--- config.mk ---
export PLATFORM = sky130hd
export DESIGN_NAME = sme_scheduler
export DESIGN_NICKNAME = d
export VERILOG_FILES = /design/src/rtl/sme_sched_pkg.sv /design/src/rtl/sme_rr_arbiter.sv /design/src/rtl/sme_scheduler.sv
export SDC_FILE = /design/constraint.sdc
export NUM_CORES = 1
export LEC_CHECK = 0
export ABC_AREA = 0
export ABC_CLOCK_PERIOD_IN_PS = 5100
export BUFFER_PORTS_ARGS = -buffer_cell sky130_fd_sc_hd__buf_2
export CORE_UTILIZATION = 40
export CTS_BUF_LIST = sky130_fd_sc_hd__clkbuf_8
export DETAILED_ROUTE_END_ITERATION = 7
export PLACE_DENSITY = 0.55
export SLEW_MARGIN = 30
export SYNTH_ARGS = -nofsm -noshare
export SYNTH_HDL_FRONTEND = slang
export SYNTH_HIERARCHICAL = 1
export SYNTH_SLANG_ARGS = --single-unit
--- constraint.sdc ---
create_clock -name clk -period 5.1 [get_ports clk]
set_input_delay 0.255 -clock clk [delete_from_list [all_inputs] [get_ports clk]]
set_output_delay 0.255 -clock clk [all_outputs]
set_load 0.1 [all_outputs]
--- src/rtl/sme_sched_pkg.sv ---
// Shared types and defaults for the SME front-end scheduler.
package sme_sched_pkg;

   localparam int STR_MAX_D = 32;
   localparam int PAT_MAX_D = 8;
   localparam int TIMEOUT_D = 255;

   localparam int STR_W  = 6;
   localparam int PAT_W  = 4;
   localparam int WAIT_W = 8;

   typedef logic [2:0] state_t;

   localparam state_t S_IDLE    = 3'd0;
   localparam state_t S_GRANT   = 3'd1;
   localparam state_t S_LOAD    = 3'd2;
   localparam state_t S_BURST_S = 3'd3;
   localparam state_t S_BURST_P = 3'd4;
   localparam state_t S_WAIT    = 3'd5;
   localparam state_t S_RESP    = 3'd6;

   localparam logic KIND_STR = 1'b0;
   localparam logic KIND_PAT = 1'b1;

   function automatic logic [1:0] owner_mask(input logic idx);
      return idx ? 2'b10 : 2'b01;
   endfunction

endpackage

--- src/rtl/sme_rr_arbiter.sv ---
// Two-way round-robin arbiter; the last-served pointer moves on each grant.
module sme_rr_arbiter (
   input  logic       clk,
   input  logic       reset,
   input  logic [1:0] req,
   input  logic       en,
   output logic       sel,
   output logic       any
);

   logic last;

   always_comb begin
      any = |req;
      sel = req[1] & (~req[0] | ~last);
   end

   always_ff @(posedge clk) begin
      if (!reset) begin
         last <= 1'b1;
      end else if (en && any) begin
         last <= sel;
      end
   end

endmodule

--- src/rtl/sme_scheduler.sv ---
// SME front end: arbitrates, buffers one job, replays it to the engine
// as a contiguous string/pattern burst and routes the result back.
module sme_scheduler
   import sme_sched_pkg::*;
#(
   parameter int STR_MAX = STR_MAX_D,
   parameter int PAT_MAX = PAT_MAX_D,
   parameter int TIMEOUT = TIMEOUT_D
) (
   input  logic       clk,
   input  logic       reset,
   input  logic [1:0] req,
   output logic [1:0] gnt,
   input  logic       in_valid,
   output logic       in_ready,
   input  logic [7:0] in_char,
   input  logic       in_kind,
   input  logic       in_last,
   output logic [1:0] res_valid,
   output logic       res_match,
   output logic [4:0] res_index,
   output logic       res_err,
   output logic [7:0] eng_chardata,
   output logic       eng_isstring,
   output logic       eng_ispattern,
   input  logic       eng_valid,
   input  logic       eng_match,
   input  logic [4:0] eng_match_index
);

   localparam logic [STR_W-1:0]  SMAX = STR_W'(STR_MAX);
   localparam logic [PAT_W-1:0]  PMAX = PAT_W'(PAT_MAX);
   localparam logic [WAIT_W-1:0] TMO  = WAIT_W'(TIMEOUT);

   state_t            state;
   logic              owner;
   logic [STR_W-1:0]  s_len;
   logic [PAT_W-1:0]  p_len;
   logic [STR_W-1:0]  cnt;
   logic [WAIT_W-1:0] wcnt;
   logic              first;
   logic              pat_only;
   logic              seen_pat;
   logic              str_ovf;
   logic              pat_ovf;
   logic              bad_order;
   logic              str_valid;
   logic              str_owner;

   logic [7:0] str_buf [STR_MAX];
   logic [7:0] pat_buf [PAT_MAX];

   logic       arb_sel;
   logic       arb_any;
   logic       acc;
   logic       is_pat;
   logic       n_pat_only;
   logic       job_err;
   logic [7:0] pat0;

   sme_rr_arbiter u_arb (
      .clk   (clk),
      .reset (reset),
      .req   (req),
      .en    (state == S_IDLE),
      .sel   (arb_sel),
      .any   (arb_any)
   );

   // Error status including the beat being accepted right now.
   always_comb begin
      acc        = (state == S_LOAD) && in_valid && in_ready;
      is_pat     = (in_kind == KIND_PAT);
      n_pat_only = first ? is_pat : pat_only;
      job_err    = bad_order
                 | (seen_pat & ~is_pat)
                 | str_ovf
                 | (~is_pat & ~seen_pat & (s_len == SMAX))
                 | pat_ovf
                 | (is_pat & (p_len == PMAX))
                 | ((p_len == '0) & ~is_pat)
                 | (n_pat_only & ~(str_valid & (str_owner == owner)));
      pat0       = (p_len == '0) ? in_char : pat_buf[0];
   end

   always_ff @(posedge clk) begin
      if (acc && !is_pat && !seen_pat && s_len != SMAX) begin
         str_buf[s_len[4:0]] <= in_char;
      end
      if (acc && is_pat && p_len != PMAX) begin
         pat_buf[p_len[2:0]] <= in_char;
      end
   end

   always_ff @(posedge clk) begin
      if (!reset) begin
         state         <= S_IDLE;
         owner         <= 1'b0;
         gnt           <= '0;
         in_ready      <= 1'b0;
         res_valid     <= '0;
         res_match     <= 1'b0;
         res_index     <= '0;
         res_err       <= 1'b0;
         eng_chardata  <= '0;
         eng_isstring  <= 1'b0;
         eng_ispattern <= 1'b0;
         s_len         <= '0;
         p_len         <= '0;
         cnt           <= '0;
         wcnt          <= '0;
         first         <= 1'b0;
         pat_only      <= 1'b0;
         seen_pat      <= 1'b0;
         str_ovf       <= 1'b0;
         pat_ovf       <= 1'b0;
         bad_order     <= 1'b0;
         str_valid     <= 1'b0;
         str_owner     <= 1'b0;
      end else begin
         unique case (state)
            S_IDLE: begin
               if (arb_any) begin
                  gnt   <= owner_mask(arb_sel);
                  owner <= arb_sel;
                  state <= S_GRANT;
               end
            end
            S_GRANT: begin
               in_ready  <= 1'b1;
               s_len     <= '0;
               p_len     <= '0;
               first     <= 1'b1;
               pat_only  <= 1'b0;
               seen_pat  <= 1'b0;
               str_ovf   <= 1'b0;
               pat_ovf   <= 1'b0;
               bad_order <= 1'b0;
               state     <= S_LOAD;
            end
            S_LOAD: begin
               if (acc) begin
                  first <= 1'b0;
                  if (first) pat_only <= is_pat;
                  if (is_pat) begin
                     seen_pat <= 1'b1;
                     if (p_len == PMAX) pat_ovf <= 1'b1;
                     else p_len <= p_len + 4'd1;
                  end else if (seen_pat) begin
                     bad_order <= 1'b1;
                  end else begin
                     // The buffer is being overwritten; old string is gone.
                     str_valid <= 1'b0;
                     if (s_len == SMAX) str_ovf <= 1'b1;
                     else s_len <= s_len + 6'd1;
                  end
                  if (in_last) begin
                     in_ready <= 1'b0;
                     cnt      <= 6'd1;
                     if (job_err) begin
                        res_valid <= owner_mask(owner);
                        res_err   <= 1'b1;
                        state     <= S_RESP;
                     end else if (n_pat_only) begin
                        eng_ispattern <= 1'b1;
                        eng_chardata  <= pat0;
                        state         <= S_BURST_P;
                     end else begin
                        eng_isstring <= 1'b1;
                        eng_chardata <= str_buf[0];
                        state        <= S_BURST_S;
                     end
                  end
               end
            end
            S_BURST_S: begin
               if (cnt == s_len) begin
                  eng_isstring  <= 1'b0;
                  eng_ispattern <= 1'b1;
                  eng_chardata  <= pat_buf[0];
                  cnt           <= 6'd1;
                  str_valid     <= 1'b1;
                  str_owner     <= owner;
                  state         <= S_BURST_P;
               end else begin
                  eng_chardata <= str_buf[cnt[4:0]];
                  cnt          <= cnt + 6'd1;
               end
            end
            S_BURST_P: begin
               if (cnt == {2'b00, p_len}) begin
                  eng_ispattern <= 1'b0;
                  eng_chardata  <= '0;
                  wcnt          <= '0;
                  state         <= S_WAIT;
               end else begin
                  eng_chardata <= pat_buf[cnt[2:0]];
                  cnt          <= cnt + 6'd1;
               end
            end
            S_WAIT: begin
               if (eng_valid) begin
                  res_valid <= owner_mask(owner);
                  res_match <= eng_match;
                  res_index <= eng_match_index;
                  state     <= S_RESP;
               end else if (wcnt == TMO) begin
                  res_valid <= owner_mask(owner);
                  res_err   <= 1'b1;
                  str_valid <= 1'b0;
                  state     <= S_RESP;
               end else begin
                  wcnt <= wcnt + 8'd1;
               end
            end
            S_RESP: begin
               res_valid <= '0;
               res_match <= 1'b0;
               res_index <= '0;
               res_err   <= 1'b0;
               gnt       <= '0;
               state     <= S_IDLE;
            end
            default: state <= S_IDLE;
         endcase
      end
   end

endmodule

# Word level (Yosys, flattened, before mapping)
# Memory sizes are Yosys's and may differ from the RTL's. A register that Yosys moved wholly into a read port is not among the register bits.
# Index checks and enable logic that the tools add are counted.
[totals] register_bits=59 mem_bits_rw=320 inputBits=22 out_inout_bits=22 word_cells=237 n_memories=2
[mem_list] memory="str_buf" depth=32 width=8 rd=2 rd_ports_with_merged_regs=1 write_ports=1 line_no="sme_scheduler.sv:50" text="logic [7:0] str_buf [STR_MAX];"
[mem_list] memory="pat_buf" depth=8 width=8 rd=2 rd_ports_with_merged_regs=1 write_ports=1 line_no="sme_scheduler.sv:51" text="logic [7:0] pat_buf [PAT_MAX];"
[classes] add_sub_neg=4 n_eq_ne=37 muxes=107 n_bitwise=21 n_reduce_logical=42
[ops] cell="two-way mux 8 bit" count=10
[ops] cell="two-way mux 6 bit" count=8
[ops] cell="two-way mux 1 bit" count=43
[ops] cell="!= test 2 bit, second input constant" count=20
[ops] cell="two-way mux 3 bit" count=11
[ops] cell="one-hot mux 8 bit (3 select lines)" count=1
[ops] cell="AND reduction 4 bit" count=6
[ops] cell="one-hot mux 1 bit (2 select lines)" count=9
[ops] cell="one-hot mux 3 bit (6 select lines)" count=1
[ops] cell="one-hot mux 6 bit (3 select lines)" count=1
[ops] cell="AND reduction 6 bit" count=3
[ops] cell="two-way mux 2 bit" count=8
[ops] cell="one-hot mux 8 bit (2 select lines)" count=1
[ops] cell="two-way mux 5 bit" count=3
[ops] cell="AND reduction 5 bit" count=3
[ops] cell="AND reduction 7 bit" count=2
[ops] cell="adder 6 x 1 -> 6 bit, second input constant" count=2
[ops] cell="two-way mux 4 bit" count=3
[ops] cell="one-hot mux 6 bit (2 select lines)" count=1
[ops] cell="one-hot mux 5 bit (2 select lines)" count=1
[ops] cell="AND reduction 2 bit" count=5
[ops] cell="nonzero test 2 bit" count=5
[ops] cell="equality test 3 bit, second input constant" count=3
[ops] cell="one-hot mux 1 bit (3 select lines)" count=3
[ops] cell="27 further kinds" count=58

# Longest topological paths before layout
[depth] word_depth=13 depth_mapped=9 depth_no_buf=8

# By module
# Netlist, hierarchy kept.
[modules_own_cells] module="sme_scheduler" n_inst=1 cells_per_inst=955 area_per_inst_um2=15770.1 seq_area_each_um2=10870.4
[modules_own_cells] module="sme_rr_arbiter" n_inst=1 cells_per_inst=6 area_per_inst_um2=53.8 seq_area_each_um2=20.0

# Worst setup path before layout
# OpenSTA, ideal clock, no wires.
[synth_timing] path_kind="reg2reg" startpoint="register in_ready" endpoint="memory pat_buf[0][0] (enable)" setup_ns=0.383 t_arrival_ns=2.534 t_required_ns=4.717 slack_ns=2.182 stages_incl_launch_ff=5 n_path_buf=0 synth_period_minus_slack_ns=2.918 cell_sequence="dfxtp_1 > nand4b_1 > nor4_1 > nand2_1 > nor3_1"
[synth_via] elab_chain_cells=5
[synth_lines] element="start, declared" line_no="sme_scheduler.sv:15" text="output logic in_ready,"
[synth_lines] element="start signal, assigned" line_no="sme_scheduler.sv:100" text="in_ready <= 1'b0;"
[synth_lines] element="start signal, assigned" line_no="sme_scheduler.sv:130" text="in_ready <= 1'b1;"
[synth_lines] element="start signal, assigned" line_no="sme_scheduler.sv:158" text="in_ready <= 1'b0;"
[synth_lines] element="logical AND 1 bit" line_no="sme_scheduler.sv:72" text="acc = (state == S_LOAD) && in_valid && in_ready;"
[synth_lines] element="logical AND 1 bit (2 in a row)" line_no="sme_scheduler.sv:90" text="if (acc && is_pat && p_len != PMAX) begin"
[synth_lines] element="two-way mux 1 bit" line_no="sme_scheduler.sv:90"
[synth_lines] element="two-way mux 1 bit (implied by the code)" line_no="sme_scheduler.sv:91" text="pat_buf[p_len[2:0]] <= in_char;"
[synth_lines] element="end, declared" line_no="sme_scheduler.sv:51"
# Every way passes these cells.

# Final worst setup path
[layout_timing] startpoint="register state[1]" endpoint="memory str_buf[18][3] (enable)"
[layout_via] elab_chain_cells=8
[layout_lines] element="start, declared" line_no="sme_scheduler.sv:35" text="state_t state;"
[layout_lines] element="start signal, assigned" line_no="sme_scheduler.sv:97" text="state <= S_IDLE;"
[layout_lines] element="start signal, assigned" line_no="sme_scheduler.sv:126" text="state <= S_GRANT;"
[layout_lines] element="start signal, assigned" line_no="sme_scheduler.sv:139" text="state <= S_LOAD;"
[layout_lines] element="equality test 3 x 2 -> 1 bit" line_no="sme_scheduler.sv:72"
[layout_lines] element="logical AND 1 bit (2 in a row)" line_no="sme_scheduler.sv:72"
[layout_lines] element="logical AND 1 bit (3 in a row)" line_no="sme_scheduler.sv:87" text="if (acc && !is_pat && !seen_pat && s_len != SMAX) begin"
[layout_lines] element="two-way mux 1 bit" line_no="sme_scheduler.sv:87"
[layout_lines] element="two-way mux 1 bit (implied by the code)" line_no="sme_scheduler.sv:88" text="str_buf[s_len[4:0]] <= in_char;"
[layout_lines] element="end, declared" line_no="sme_scheduler.sv:50"
# Every way passes these cells.

==> flow_summary.toml <==
[die]
die_y_um = 201
rows = 72
pin_count = 44
initial_core_util_pct = 40.8
die_area_um2 = 40400
die_w_um = 201
core_um2 = 38800

[cells_and_area]
regArea_um2 = 10900
drive_gt1_share_pct = 21.5
fill_cells = 3451
nets = 1077
final_util_pct = 46.0
final_common_cell = "edfxtp_1"
final_cell_mix = "320 x edfxtp_1, 101 x nor2_1, 77 x mux4_2, 72 x clkbuf_8, 61 x dfxtp_1"
multi_input_comb_area_um2 = 4640
area_growth_pct = 12.8
diodes = 0

[power_and_ir_drop]
power.internal_uw = 5170
p_per_area_nw_per_um2 = 403
sw_frac_of_total_pct = 28.1
p_sw_uw = 2030
pwr-share-comb_pct = 14.6
leakage_uw = 0.00570
vdd_drop_max_v = 0.000171
pwr-share-clk_pct = 35.4
seq_power_share_pct = 50.0

[critical_path]
critical_path_class = "reg2reg"
worst_path_largest_cell_delay_ns = 0.89
worstSetupEndpointType = "flop"
cp_max_fo = 13
start_kind = "flop"
reg2reg_from = "state[1]$_SDFFE_PN0P_"
startpoint = "state[1]$_SDFFE_PN0P_"
r2r_end = "str_buf[18][3]$_DFFE_PP_"
required_ns = 5.30
path_cells = "nand4b_1, nor4_1, nor2b_1, nand2_1, nor2_1"
rr_worst_depth = 5
crit_end = "str_buf[18][3]$_DFFE_PP_"
r2r_slack_ns = 1.68
cp_slowest_cell = "nor2_1"
critPathArrivalTime_ns = 3.63

[global_routing]
antenna_found_initial = 0
grt_pass1_vias = 9023
grt_max_degree = 48
grt_use_total_pct = 18.9
grt_pass1_wl_um = 56400
grt_overflow = 0

[sta]
tns_ns = 0
fmax_mhz = 292
finalClockSkew_ns = 0.0370
worst_pin_slew_ns = 0.988
fin_crit_ns = 3.42
hold_viol_final = 0
finalCritPeriodShare_pct = 67.2
maxSlewHeadroom_pct = 34.1
final-max-slew-violation-count = 0
setup_viol = 0
rsz0062_at_grt = "false"

[synthesis]
synth-async-reset-ratio_pct = 0
synth_edf_count = 320
avgSynthCellArea_um2 = 16.5
yosys_warnings = 6
synth_cells = 961
syn_nets = 991
synthTopCellsByArea = "edfxtp_1 61%, mux4_2 11%, dfxtp_1 8.1%, mux2i_1 3.2%, nor2_1 2.4%"
synth_top_area_cell = "edfxtp_1"
syn_area_um2 = 15800
ys.flop_type = "edfxtp_1"
synth_top_area_share_pct = 60.7
ys_ff_latch = 384
ys_seq_area_share_pct = 68.8
ys_types = 66

[routing]
vias = 8821
wire_per_inst_um = 23.2
drt-total-wl_um = 37400
drt_iter0_drc = 653
route.detailed.drc = 0
via_per_inst = 5.47
ant_nets = 0
drtPass1Iterations = 5

[clock_tree]
clkLatencyLatePin_ns = 0.61
post_cts_buffers = 0
cts_root_buf = "clkbuf_8"
cts_tree = "done"
cts.reportedPaths.clkPinSlew_ns = 0.06
htree_levels = 3
cts_inserted_buffers = 66
max-clock-path-buffers = 3
clock_sinks = 384

[status]
outcome = "complete, no violations"

[hold_path]
hold_class = "in2reg"

[placement]
gp_congestion = 0.855
port_buffers = 43
hpwl_um = 23400

[run]
maxCapViolCount = 0
[worst min-delay path by stage]
stage                                   start                   endpoint  slack, ns  cells past startpoint
floorplan                               reset    u_arb/last$_SDFFE_PN1P_       0.31                      1
global placement          gnt[1]$_SDFFE_PN0P_        gnt[1]$_SDFFE_PN0P_       0.44                      2
detailed placement  res_valid[1]$_SDFFE_PN0P_  res_valid[1]$_SDFFE_PN0P_       0.45                      2
CTS                                   in_kind       pat_ovf$_SDFFE_PN0P_       0.01                      3
global route                          in_kind      seen_pat$_SDFFE_PN0P_       0.05                      3
finish                                in_kind       pat_ovf$_SDFFE_PN0P_       0.06                      3
[repair_timing]
item / CTS / global route
resized for setup: 0 / 0
endpoints found under the hold margin: 8 / 0
hold buffers: 9 / 0
setup endpoints to repair: 0 / 0
[worst max-delay path, delay by kind of cell (launching register included)]
family,cells,cell delay (ns)
simple gates,5,2.50
flops,1,0.53
[per-stage QoR]
stage	total power [uW]	setup WS [ns]	hold WS (ns)	instance area, um^2	cells
floorplan	4430	2.18	0.314	15800	961
global placement	4710	1.92	0.441	16500	1487
detailed placement	4720	1.84	0.446	16600	1488
CTS	7280	1.82	0.0111	17900	1612
global route	7490	1.49	0.0514	17900	1612
finish	7200	1.68	0.0557	17900	1612
[cells in the mapped netlist (5+ instances only)]
master       n
and4_1       5
buf_1        5
o21ai_0     16
a32o_1       8
xor2_1      15
a211oi_1    12
ha_1         8
dfxtp_1     64
mux4_2      77
nand2b_1     6
buf_2        7
nor3_1      11
a2111oi_0    5
xnor2_1      8
nand3b_1     7
a22oi_1     13
inv_1        9
edfxtp_1   320
nor2_1     101
buf_6        6
mux2i_1     50
a2111o_1     7
and3_1       8
a21oi_1     18
nand3_1      8
nand2_1     53
nor2b_1     18
clkbuf_1    27
[power groups by stage]
stage | registers, uW | logic, uW | clock network [uW]
5_1_grt | 3620 | 1110 | 2750
3_5_place_dp | 3670 | 1040 | 0
3_3_place_gp | 3670 | 1040 | 0
2_1_floorplan | 3790 | 650 | 0
4_1_cts | 3610 | 1060 | 2620
6_report | 3600 | 1050 | 2550
[routing by layer]
metal	wire length, um	GRT usage, %	vias to the layer above
met1	16400	25.8	4512
met5	0	0	-
li1	-	-	3973
met2	17900	30.1	273
met3	2180	4.17	63
met4	914	6.32	0
[area by class of cell]
class	instances	area share, %
repair buffers	67	2.45
flip-flops and latches	384	61.1
multi-input cells	518	26.0
well taps	518	3.63
clock inverters	43	1.14
inverters	10	0.210
clock buffers	72	5.55
[flip-flops by register name, indices dropped and copies added (netlist names), 4 cells and up, named ones only]
register / flops
cnt: 6
eng_chardata: 8
p_len: 4
pat_buf: 64
res_index: 5
s_len: 6
str_buf: 256
wcnt: 8
[logic make-up (layout without fill, tap and decap cells)]
| logic type | after synthesis | count (layout) | share of synthesized area [%] |
|---|---|---|---|
| adder cells (fa/ha/maj) | 8 | 8 | 0.633 |
| AO/OA/AOI/OAI | 110 | 110 | 5.15 |
| AND/OR/NAND/NOR | 246 | 246 | 7.52 |
| XOR/XNOR | 23 | 23 | 1.27 |
| buffers and inverters | 59 | 192 | 1.91 |
| flip-flops | 384 | 384 | 68.8 |
| multiplexers | 131 | 131 | 14.7 |
(Power assumes the default switching activity.)
